$ cat src/rtl/register_file_mp.sv
// register_file_mp
// ---------------------------------------------------------------------------
// Purpose: parametrised multi-port register file with a per-register busy
// scoreboard for RAW hazard detection. Register 0 is hardwired to zero.
// Reads are combinational. Writes, issue marks and flushes take effect on
// the rising CLK edge. The active-low reset nRST is asynchronous.
//
// Ports:
//   CLK        system clock, rising-edge active
//   nRST       asynchronous active-low reset (clears registers and scoreboard)
//   wen        per-port write enable                 [NWR]
//   wsel       per-port write select, port i at [i*AW +: AW]
//   wdat       per-port write data,   port i at [i*DATA_W +: DATA_W]
//   rsel       per-port read select,  port j at [j*AW +: AW]
//   rdat       per-port read data,    port j at [j*DATA_W +: DATA_W]
//   rbusy      busy bit of the register selected on each read port
//   issue_en   mark issue_sel as pending at the next edge
//   issue_sel  destination register being issued
//   flush      clear the whole scoreboard (overrides issue_en)
//   busy       full scoreboard vector, bit r = register r pending
//
// Optional feature (macro REGFILE_BYPASS_EN):
//   When defined, same-cycle write data is forwarded to rdat, and rbusy is
//   forced low when a same-cycle write retires the register and no issue
//   targets it in that cycle. When undefined, reads see only registered state.
// ---------------------------------------------------------------------------
module register_file_mp #(
    parameter int DATA_W = 32,
    parameter int NREGS  = 32,
    parameter int NRD    = 2,
    parameter int NWR    = 1,
    parameter int AW     = $clog2(NREGS)
) (
    input  logic                   CLK,
    input  logic                   nRST,
    input  logic [NWR-1:0]         wen,
    input  logic [NWR*AW-1:0]      wsel,
    input  logic [NWR*DATA_W-1:0]  wdat,
    input  logic [NRD*AW-1:0]      rsel,
    output logic [NRD*DATA_W-1:0]  rdat,
    output logic [NRD-1:0]         rbusy,
    input  logic                   issue_en,
    input  logic [AW-1:0]          issue_sel,
    input  logic                   flush,
    output logic [NREGS-1:0]       busy
);

    logic [DATA_W-1:0] regs_q [NREGS];
    logic [DATA_W-1:0] regs_d [NREGS];
    logic [NREGS-1:0]  busy_q;
    logic [NREGS-1:0]  busy_d;

    // Register array next state. Ports are visited in ascending order so the
    // highest-index port writing a register wins a conflict.
    always_comb begin
        regs_d = regs_q;
        for (int unsigned i = 0; i < NWR; i++) begin
            if (wen[i] && (wsel[i*AW +: AW] != '0)) begin
                regs_d[wsel[i*AW +: AW]] = wdat[i*DATA_W +: DATA_W];
            end
        end
        regs_d[0] = '0;
    end

    // Scoreboard next state. Priority, lowest to highest: write-back clear,
    // issue set (a new producer supersedes the retiring one), flush.
    always_comb begin
        busy_d = busy_q;
        for (int unsigned i = 0; i < NWR; i++) begin
            if (wen[i] && (wsel[i*AW +: AW] != '0)) begin
                busy_d[wsel[i*AW +: AW]] = 1'b0;
            end
        end
        if (issue_en && (issue_sel != '0)) begin
            busy_d[issue_sel] = 1'b1;
        end
        if (flush) begin
            busy_d = '0;
        end
        busy_d[0] = 1'b0;
    end

    always_ff @(posedge CLK or negedge nRST) begin
        if (!nRST) begin
            regs_q <= '{default: '0};
            busy_q <= '0;
        end else begin
            regs_q <= regs_d;
            busy_q <= busy_d;
        end
    end

    // Read ports.
    always_comb begin
        rdat  = '0;
        rbusy = '0;
        for (int unsigned j = 0; j < NRD; j++) begin
            if (rsel[j*AW +: AW] != '0) begin
                rdat[j*DATA_W +: DATA_W] = regs_q[rsel[j*AW +: AW]];
                rbusy[j]                 = busy_q[rsel[j*AW +: AW]];
`ifdef REGFILE_BYPASS_EN
                for (int unsigned i = 0; i < NWR; i++) begin
                    if (wen[i] && (wsel[i*AW +: AW] == rsel[j*AW +: AW])) begin
                        rdat[j*DATA_W +: DATA_W] = wdat[i*DATA_W +: DATA_W];
                        rbusy[j]                 = 1'b0;
                    end
                end
                // A same-cycle issue to this register keeps it pending.
                if (issue_en && (issue_sel == rsel[j*AW +: AW])) begin
                    rbusy[j] = busy_q[rsel[j*AW +: AW]];
                end
`endif
            end
        end
    end

    assign busy = busy_q;

endmodule

$ cat config.mk
export PLATFORM = sky130hd
export DESIGN_NAME = register_file_mp
export DESIGN_NICKNAME = d
export VERILOG_FILES = /design/src/rtl/register_file_mp.sv
export SDC_FILE = /design/constraint.sdc
export NUM_CORES = 2
export LEC_CHECK = 0
export CELL_PAD_IN_SITES_DETAIL_PLACEMENT = 1
export CELL_PAD_IN_SITES_GLOBAL_PLACEMENT = 2
export CORE_ASPECT_RATIO = 0.9
export CORE_MARGIN = 5
export CORE_UTILIZATION = 45
export CTS_BUF_LIST = sky130_fd_sc_hd__clkbuf_16
export DETAILED_ROUTE_END_ITERATION = 6
export GPL_ROUTABILITY_DRIVEN = 1
export PLACE_DENSITY = 0.81
export SYNTH_ARGS = -nofsm -noshare
export SYNTH_HDL_FRONTEND = slang
export SYNTH_SLANG_ARGS = --single-unit
export TNS_END_PERCENT = 10
$ cat constraint.sdc
create_clock -name CLK -period 4.66 [get_ports CLK]
set_clock_uncertainty 0.2 [all_clocks]
set_input_delay 1.398 -clock CLK [delete_from_list [all_inputs] [get_ports CLK]]
set_output_delay 1.398 -clock CLK [all_outputs]
set_load 0.01 [all_outputs]
Word level (Yosys, flattened, before mapping)

Cells that the tools add are included.

Register bits: 1023
Latch bits: 0
Bits in read-only memories: 0
Output and inout port bits: 98
Bits in writable memories: 0
Word-level logic and storage cells: 81
Memories kept: 0
Input port bits: 57

$mul: 0
Magnitude comparators: 10
Bitwise logic cells: 6
Muxes and demuxes: 24
Equal/unequal tests: 0
Divide/modulo/power cells: 0
Reductions and logical operators: 9
Shift operators: 0
$add $sub $neg: 0

Operator list:

| cell                                                                         | count |
|---|---|
| 1024-bit bitwise mux                                                         | 1 |
| 32-bit binary-select mux with 5-bit select                                   | 2 |
| 32-bit two-way mux                                                           | 10 |
| 32-bit demux with 5-bit select                                               | 1 |
| 32-bit bitwise AND                                                           | 1 |
| 32-bit inverter                                                              | 1 |
| 32-bit OR                                                                    | 1 |
| 5-bit by 6-bit less-than comparator with 1-bit output, second input constant | 4 |
| 5-bit nonzero test                                                           | 4 |
| 6-bit >= comparator, second input constant                                   | 3 |
| 5-bit inverter with 6-bit output                                             | 3 |
| 1-bit binary-select mux with 5-bit select                                    | 2 |
| 1-bit demux with 5-bit select                                                | 2 |
| 5-bit by 1-bit >= comparator with 1-bit output, second input constant        | 2 |
| 6-bit by 1-bit less-than comparator with 1-bit output, second input constant | 1 |
| 1-bit two-way mux                                                            | 6 |
| 1-bit logical AND                                                            | 5 |

Depth between registers and ports, before layout

Depth in word-level cells: 10
Mapped depth: 9
Depth with buffers taken out: 4

Least setup slack after synthesis

OpenSTA, ideal clock, no wires.

Path type: input port to output port
From: input port rsel[6]
To: output port rdat[48]
Arrival time: 2.827 ns
Setup slack: 0.235 ns
Data required time: 3.062 ns
Cell stages on the path: 8
Buffers on the path: 4
Cell sequence: buf_4 buf_6 or2_4 buf_6 buf_6 o22ai_1 nor3_1 nor4_1

Longest elaborated chain between the ends: 5
Elaborated cells on any way between the ends: 6
Classes of those cells: mux: 4; bitwise: 1; reduce/logical: 1

RTL lines:

| what                                                   | RTL line | source |
|---|---|---|
| from (decl)                                            | 39       | `input logic [NRD*AW-1:0] rsel,` |
| 5-bit inverter with 6-bit output (implied by the code) | 99       | `rdat[j*DATA_W +: DATA_W] = regs_q[rsel[j*AW +: AW]];` |
| 32-bit binary-select mux with 5-bit select             | 99       |  |
| 32-bit two-way mux (implied by the code) (2 in a row)  | 99       |  |
| 32-bit two-way mux (*)                                 | 98       | `if (rsel[j*AW +: AW] != '0) begin` |
| to (decl)                                              | 40       | `output logic [NRD*DATA_W-1:0] rdat,` |

Mark *: on every way between the ends. The rest lies on a longest branch, timed or not. The select of a mux whose other input is x is not followed.

Worst setup path in the final report

From: input port rsel[0]
To: output port rdat[17]

Same word-level chain as after synthesis.

==> impl_metrics.ini <==
[route]
detailroute.via_count = 42450
vias_per_cell = 6.597
post_drt_wl_per_cell_um = 34.88
detailedRoute.firstIterationViolations = 4102
postRouteWirelength_um = 224400
detail_route.drc_violations = 1
final_antenna_net_count = 0
dr.pass1.iters = 7

[worst_hold_path]
hold_path.class = flop to flop

[place]
placement.cell_area_um2 = 62520
dpl.hpwl_um = 139200
place.port_buffers = 153
gp_congestion = 0.8681

[layout]
area_growth_pct = 26.41
final_nets = 4784
final_core_util_pct = 57.22
stdcell_area_um2 = 70400
post_route_cells_drive_above_1_share_pct = 50.26
nFillCells = 11840

[setup_path]
worst-endpoint-required_ns = 3.06
crit_slowest_cell = sky130_fd_sc_hd__nor4_4
critical-path-top-delay-family = buffers and inverters
crit_chain = buf_16 > and2_4 > buf_4 > buf_4 > a22oi_2 > a21oi_2 > nor4_4 > buf_4 > buf_6
timing.critical_path.from_type = primary input
worstSetupPathType = primary input to primary output
setup.reg_to_reg.worst_slack_ns = 3.56
critPathMaxFanout = 12
worstPathBufferInverterCount = 5
worst_stage_delay_on_the_critical_path_ns = 0.57
worst-endpoint-arrival_ns = 3.41
crit_top_cell = sky130_fd_sc_hd__buf_4
crit_path_end_kind = primary output

[floorplanning]
placement_rows = 122
die_h_um = 343.7
die_area_um2 = 130900
die_width_um = 380.8
boundaryPins = 155
core-area_um2 = 123000
floorplan.initialDensity_pct = 45.27

[sta]
rsz_0062_raised_after_global_routing = yes
max_clock_freq_mhz = 199.5
final.setup.worst_slack_ns = -0.3521
finalWorstPathRequiredPeriod_ns = 5.012
relSlewSlack_pct = 11.46
timing.final.crit_share_pct = 107.6
worst_slew_pin_slew_ns = 1.324
hold_viol = 0
timing.hold.ws_ns = 0.3221
timing_max_transition_violations_final = 0
finalSetupViolCount = 65

[grt]
grt_use_met1_pct = 42.93
grt_max_degree = 94
gr-usage-met3_pct = 8.267
grt_remaining_overflow = 0
via_count_of_the_first_global_routing_pass = 45980
initial_antenna_violation_count = 19
grt_util_met2_pct = 53.27
grt_most_used_layer = met2
groute.usage.overall_pct = 33.11
grt_pass1_wl_um = 322800

[synthesis]
async_flop_share_pct = 100.0
yosys.area.top_type_share_pct = 45.97
number_of_enable_type_register_cells_in_the_synthesized_netlist = 0
syn_avg_cell_area_um2 = 12.98
postSynth.topFlopCell = sky130_fd_sc_hd__dfrtp_1
synth.most_common_cell = sky130_fd_sc_hd__mux2_2
yosysWarnings = 0
synthTopCellsByCount = sky130_fd_sc_hd__mux2_2, sky130_fd_sc_hd__dfrtp_1, sky130_fd_sc_hd__mux2i_1, sky130_fd_sc_hd__o22ai_1, sky130_fd_sc_hd__clkbuf_1
synth.cell_area_um2 = 55690
netlist_instances = 4291
seq_area_frac_synth_pct = 45.97
yosys_register_bits = 1023
synth_largest_area_cell = sky130_fd_sc_hd__dfrtp_1
ys_types = 45
synthesis.nets = 4348
synth.area.top_cells = sky130_fd_sc_hd__dfrtp_1, sky130_fd_sc_hd__mux2_2, sky130_fd_sc_hd__mux2i_1, sky130_fd_sc_hd__mux4_2, sky130_fd_sc_hd__o22ai_1

[clock_tree]
ctsHtreeMaxLevel = 3
clk-insertion-delay-late_ns = 0.73
cts_buffer_depth = 3
clock_tree_from_tritoncts = done
cts.hold.buffers_added = 0
clock_sinks = 1023
clkTransAtPathRegs_ns = 0.06
cts.root.buffer_cell = sky130_fd_sc_hd__clkbuf_16
cts_buffers = 114

[run_status]
outcome = finished, violations left
violations = design-rule violations, negative setup slack

[power]
vdd.ir_drop.worst_mv = 0.3475
static-leakage-power_uw = 0.03144
power_density_nw_per_um2 = 394.9

[run]
drv.max_cap_violation_count = 0
[where the power goes]
part / internal (uW) / switching (uW)
clock: 5200 / 3870
combinational: 3590 / 3150
sequential: 10600 / 1420
total: 19400 / 8440
[through the flow]
step           TNS [ns]  power [uW]  cells  setup slack (ns)
4_1_cts          -9.781       27460   6395           -0.2617
3_3_place_gp     -52.98       17480   6105            -1.600
2_1_floorplan         0       15460   4291            0.2353
5_1_grt          -11.66       28820   6428           -0.3583
6_report         -10.02       27800   6435           -0.3521
3_5_place_dp     -53.62       17860   6105            -1.635
[layout by cell type, fill, tap and decap left out, drive strengths merged, types with 29 or more instances in the layout]
cell,instances
clkinv,48
dfrtp,1023
mux2i,660
a22oi,80
a221o,66
a211oi,63
a21oi,77
nand2,29
nor2b,73
o22ai,264
nor3,141
nor4,63
mux2,1058
buf,685
clkbuf,123
mux4,132
clkdlybuf4s50,76
[path summary, 6_finish.rpt]
path,start,end,depth (start not counted)
worst max-delay path,rsel[0],rdat[17],9
max in group asynchronous,nRST,regs_q[574],2
worst max register to register,busy[23],busy[23],2
worst min register to register,regs_q[130],regs_q[130],1
min in group asynchronous,nRST,regs_q[818],1
worst min-delay path,regs_q[130],regs_q[130],1
[kinds of logic after synthesis]
| kind of cell | count (synthesis) | share of synthesized area, % |
|---|---|---|
| flip-flops | 1023 | 45.97 |
| other | 1 | 0.006733 |
| AND/OR/NAND/NOR | 393 | 4.401 |
| buffers and inverters | 459 | 4.082 |
| AO/OA/AOI/OAI | 565 | 6.953 |
| multiplexers | 1850 | 38.59 |
[cell type report]
class                      count  area (um2)  share of cell area [%]
clock buffer                 117        2928                   4.159
sequential                  1023       25600                   36.36
timing repair buffer         776        8740                   12.41
antenna                       10       25.02                 0.03554
tap                         1612        2017                   2.865
clock inverter                85       701.9                  0.9970
multi-input combinational   2810       30380                   43.16
inverter                       2       7.507                 0.01066
[metal layers]
layer | up-vias | wire length [um]
met5 | - | 123
met4 | 18 | 10590
met3 | 559 | 18180
met2 | 1776 | 104400
met1 | 22870 | 91190
li1 | 17230 | -
[registers in the layout (all words and copies together), names as in the netlist]
name / flops
regs_q: 992
busy: 31
[timing repair]
action | CTS | global route
resized for setup | 699 | 136
setup buffers | 75 | 30
endpoints found under the hold margin | 0 | 0
setup endpoints to repair | 66 | 66
pin swaps | 114 | 70
gates cloned | 17 | 5
Note: power is estimated with default switching activity, not from simulation.
